<file path="config.mk">
export PLATFORM = sky130hd
export DESIGN_NAME = ms_alarm
export DESIGN_NICKNAME = d
export VERILOG_FILES = /design/src/rtl/ms_alarm_pkg.sv /design/src/rtl/ms_alarm.sv
export SDC_FILE = /design/constraint.sdc
export NUM_CORES = 1
export LEC_CHECK = 0
export CAP_MARGIN = 20
export CORE_MARGIN = 3
export CORE_UTILIZATION = 44
export CTS_CLUSTER_DIAMETER = 120
export DETAILED_ROUTE_END_ITERATION = 10
export PLACE_DENSITY = 0.71
export SLEW_MARGIN = 40
export SYNTH_ARGS = -nofsm -noshare
export SYNTH_HDL_FRONTEND = slang
export SYNTH_SLANG_ARGS = --single-unit
</file>
<file path="constraint.sdc">
create_clock -name clk -period 5.2 [get_ports clk]
set_input_delay 1.3 -clock clk [delete_from_list [all_inputs] [get_ports clk]]
set_output_delay 1.3 -clock clk [all_outputs]
set_load 0.1 [all_outputs]
</file>
<file path="src/rtl/ms_alarm_pkg.sv">
// Shared definitions for the millisecond alarm.
//   state_t   : alarm FSM state (IDLE, ARMED, FIRED)
//   ADDR_ARM  : write address for arming; wr_data is the duration in ms
//   ADDR_CTRL : write address for control; bit CANCEL and bit ACK
package ms_alarm_pkg;

    typedef enum logic [1:0] {
        IDLE  = 2'd0,
        ARMED = 2'd1,
        FIRED = 2'd2
    } state_t;

    localparam logic ADDR_ARM  = 1'b0;
    localparam logic ADDR_CTRL = 1'b1;

    localparam int CANCEL = 0;
    localparam int ACK    = 1;

endpackage

</file>
<file path="src/rtl/ms_alarm.sv">
// Millisecond alarm: arm with a duration, fires an interrupt when the
// free-running millisecond counter reaches the computed deadline.
//
// Ports
//   clk      : system clock, all logic on its rising edge
//   reset    : synchronous, active-high reset
//   ms_count : free-running millisecond counter (wraps modulo 2^W)
//   wr_en    : one-cycle write strobe
//   wr_addr  : ADDR_ARM (duration) or ADDR_CTRL (cancel / ack bits)
//   wr_data  : write data
//   rd_data  : remaining ms until expiry while ARMED, otherwise 0
//   armed    : high while ARMED
//   irq      : high while FIRED; sticky until ack, cancel or re-arm
//
// Write handshake: a write is accepted on every clock edge where wr_en is
// high; there is no back-pressure. A write always beats a same-cycle expiry.
module ms_alarm
    import ms_alarm_pkg::*;
#(
    parameter int W = 32
) (
    input  logic         clk,
    input  logic         reset,
    input  logic [W-1:0] ms_count,
    input  logic         wr_en,
    input  logic         wr_addr,
    input  logic [W-1:0] wr_data,
    output logic [W-1:0] rd_data,
    output logic         armed,
    output logic         irq
);

    // Largest duration that keeps the signed (MSB-based) distance
    // comparison between ms_count and deadline unambiguous.
    localparam logic [W-1:0] MAX_DUR = {1'b0, {(W-1){1'b1}}};

    state_t       state_q, state_d;
    logic [W-1:0] deadline_q, deadline_d;

    logic [W-1:0] duration;
    logic [W-1:0] elapsed;
    logic [W-1:0] remain;
    logic         expired;

    // Any value with the MSB set is at least 2^(W-1), so clamp it.
    assign duration = wr_data[W-1] ? MAX_DUR : wr_data;

    // Wrap-safe: ms_count is at or past deadline when the modular
    // difference is "non-negative" (MSB clear).
    assign elapsed = ms_count - deadline_q;
    assign expired = ~elapsed[W-1];

    assign remain  = deadline_q - ms_count;

    always_comb begin
        state_d    = state_q;
        deadline_d = deadline_q;
        if (wr_en) begin
            if (wr_addr == ADDR_ARM) begin
                state_d    = ARMED;
                deadline_d = ms_count + duration;
            end else begin
                if (wr_data[CANCEL]) begin
                    state_d = IDLE;
                end else if (wr_data[ACK] && (state_q == FIRED)) begin
                    state_d = IDLE;
                end
            end
        end else begin
            case (state_q)
                IDLE:    state_d = IDLE;
                ARMED:   state_d = expired ? FIRED : ARMED;
                FIRED:   state_d = FIRED;
                default: state_d = IDLE;
            endcase
        end
    end

    always_ff @(posedge clk) begin
        if (reset) begin
            state_q    <= IDLE;
            deadline_q <= '0;
        end else begin
            state_q    <= state_d;
            deadline_q <= deadline_d;
        end
    end

    assign armed = (state_q == ARMED);
    assign irq   = (state_q == FIRED);

    // Once ms_count passes the deadline the difference goes "negative";
    // report 0 rather than a huge wrapped value.
    assign rd_data = (armed && !remain[W-1]) ? remain : '0;

endmodule

</file>
==> results.ini <==
[clock_network]
clk_pin_slew_worst_paths_ns = 0.05
cts.sinks = 34
insertion_delay_ns = 0.28
cts_hold_buf = 0
cts_buffer_depth = 2
h-tree-depth = 2
cts-buffers-inserted = 5
cts_tree = done
cts_root_buf = clkbuf_16

[hold_path]
hold_class = reg2reg

[timing]
min_period_ns = 5.12
slew_viol_final = 0
finalCritPeriodShare_pct = 98.4
fmax_mhz = 195
finClkSkew_ns = 0.00469
final-setup-viol-count = 0
max_slew.worst_pin.slew_ns = 0.634
fin_ws_ns = 0.0846
timing.final.hold_violations = 0
slew_headroom_pct = 57.7

[logic_synthesis]
syn_nets = 951
synthDominantCellAreaShare_pct = 21.1
ys_seq_area_share_pct = 12.1
ys_ff_latch = 34
yosysWarnings = 0
netlist_area_mm2 = 0.00562
synth_area_leaders = ha_1, dfxtp_1, a21oi_1
postSynthCellCount = 786
synth_edf_count = 0
synthFlopType = dfxtp_1
syn_area_per_cell_um2 = 7.16
yosysUniqueCellTypes = 68
synth_largest_area_cell = ha_1
synthArstFlopShare_pct = 0

[worst_setup_path]
crit_family = buffers and inverters
crit_required_ns = 3.90
worstPathArrival_ns = 3.82
crit_path_end = rd_data[28]
r2r-end = state_q[0]$_SDFFE_PP0P_
worstSetupPathType = in2out
crit_buf_inv = 6
startpoint = ms_count[26]
worstReg2RegStart = deadline_q[22]$_SDFFE_PP0P_
r2r_cells = 11
slowest_stage = clkdlybuf4s50_1
cp-end-kind = output port
cp_max_fo = 5
critPathLaunchType = primary input
worstPathCellList = clkdlybuf4s50_1 -> inv_1 -> ha_4 -> nand4_1 -> nor2_2 -> a21oi_2 -> buf_4 -> o21ai_4 -> a211oi_4 -> buf_6 -> buf_12 -> nor4_4 -> buf_12
r2r_slack_ns = 2.55
cp_common_cell = buf_12
cp.depth = 13
cpPeakStageDelay_ns = 0.51

[placed_design]
port_buffers = 100
dp_slack_ns = -0.388
globalplace.congestion = 0.901
hpwlAfterDp_mm = 16.4
post_dp_cell_area_mm2 = 0.00857

[power_and_ir_drop]
total_power_uw = 1800
cellLeakagePower_uw = 0.00419
p_per_area_mw_per_mm2 = 192
ir_drop_uv = 150

[floorplan]
io_pins = 102
rows = 40
dieHeight_um = 119
die_w_um = 119
initial_core_util_pct = 45.9
coreArea_mm2 = 0.0123
dieArea_mm2 = 0.0142

[finish]
layout_common_cells = buf_4, nand2_1, a21oi_1
seqCellArea_um2 = 681
nNetsFinal = 1209
drive_gt1_share_pct = 36.8
area_growth_pct = 66.0
multi_input_comb_area_mm2 = 0.00528
final_area_mm2 = 0.00934
num_antenna_cells = 0
mostFrequentLayoutCell = buf_4
filler_cell_count = 886

[job]
drv_cap = 0

[run_status]
status = complete, no violations

[drt]
vias_per_cell = 5.55
drc = 0
antenna_left = 0
routed_wl_mm = 20.3
drt_iter0_markers = 485
via_count = 6727
dr.pass1.iters = 7
post_drt_wl_per_cell_um = 16.8

[grt]
antenna_found_initial = 0
grt_pass1_wl_mm = 31.7
grt_pass1_vias = 6434
overflow = 0
grt_max_degree = 34
track_usage_pct = 26.7

## cells in the mapped netlist, types with 3 or more instances
cell type	instances
dfxtp_1	34
and3_1	7
o21ai_2	3
a21o_1	38
o211ai_1	4
nor2_1	48
or2_2	32
o31a_1	3
nor3b_1	11
xnor2_1	21
a211o_1	4
nor3_1	19
o21ai_0	39
o21a_1	11
nand2_1	84
inv_1	85
clkbuf_1	23
a221oi_1	3
nor2b_1	5
a32o_1	3
o21bai_1	12
nand3b_1	4
a31oi_1	5
nand3_1	11
xor2_1	20
nand4_1	8
ha_1	95
or3_1	4
nand2b_1	6
a21oi_1	87
o22ai_1	3
a211oi_1	8
and2_1	4
## cell type report
type                            instances  area share (%)
Tap cell                              168            2.25
Inverter                               86            3.46
Clock buffer                            6            1.49
Clock inverter                          2           0.134
Sequential cell                        34            7.29
Timing Repair Buffer                  279            28.8
Multi-Input combinational cell        638            56.6
## per-layer routing
metal	part of all wire (%)	track usage (%)	vias up
li1	-	-	3261
met1	46	37.5	3153
met2	46	44.4	270
met3	6.3	1.85	43
met4	2.4	7.02	0
met5	0	0	-
## registers in the layout, summed over array words and instances (netlist names)
name	cells
state_q	2
deadline_q	32
## worst min-delay path by stage
stage | start | endpoint | slack, ns | cells past startpoint
after floorplan | deadline_q[31]$_SDFFE_PP0P_ | deadline_q[31]$_SDFFE_PP0P_ | 0.44 | 2
after global placement | deadline_q[31]$_SDFFE_PP0P_ | deadline_q[31]$_SDFFE_PP0P_ | 0.44 | 2
after detailed placement | deadline_q[31]$_SDFFE_PP0P_ | deadline_q[31]$_SDFFE_PP0P_ | 0.45 | 2
after CTS | deadline_q[31]$_SDFFE_PP0P_ | deadline_q[31]$_SDFFE_PP0P_ | 0.46 | 2
after global routing | deadline_q[31]$_SDFFE_PP0P_ | deadline_q[31]$_SDFFE_PP0P_ | 0.48 | 2
final | deadline_q[31]$_SDFFE_PP0P_ | deadline_q[31]$_SDFFE_PP0P_ | 0.46 | 2
## logic make-up after synthesis
logic type                 count (synthesis)  synth area share, %
AOI/OAI and AO/OA                        248                 29.4
xor gates and xnor gates                  41                 6.38
adders and majority gates                 97                 21.8
DFF                                       34                 12.1
and+or+nand+nor                          251                 22.2
other                                      1               0.0667
buffers and inverters                    114                 7.92
## worst register-to-register path, delay by kind of cell, from the launching register on
family,cells,cell delay [ns]
flip-flops,1,0.41
AND/OR/NAND/NOR,1,0.15
buffers and inverters,3,0.41
XOR/XNOR,1,0.16
AO/OA/AOI/OAI,5,1.17
adder cells (fa/ha/maj),1,0.25
## metrics by stage
stage / hold slack (ns) / utilization [%] / setup TNS, ns / std cells
2_1_floorplan: 0.437 / - / -1.00 / 786
3_3_place_gp: 0.444 / 70.0 / -6.55 / 1178
3_5_place_dp: 0.449 / 69.9 / -8.75 / 1178
4_1_cts: 0.457 / 74.2 / -0.958 / 1203
5_1_grt: 0.481 / 76.1 / -0.0204 / 1213
6_report: 0.457 / 76.1 / 0 / 1213
## power breakdown
| part | switching, µW | internal, µW | total (µW) |
|---|---|---|---|
| clock | 113 | 189 | 303 |
| combinational | 647 | 540 | 1190 |
| sequential | 25.8 | 281 | 306 |
| total | 786 | 1010 | 1800 |
## what timing repair did
action                                 in CTS  in global routing
pin swaps                                  36                 38
setup endpoints to repair                  31                 31
setup buffers                              20                 14
gates resized for setup                    72                 77
endpoints found under the hold margin       0                  0
cloned                                      1                  0
(Power assumes the default switching activity.)
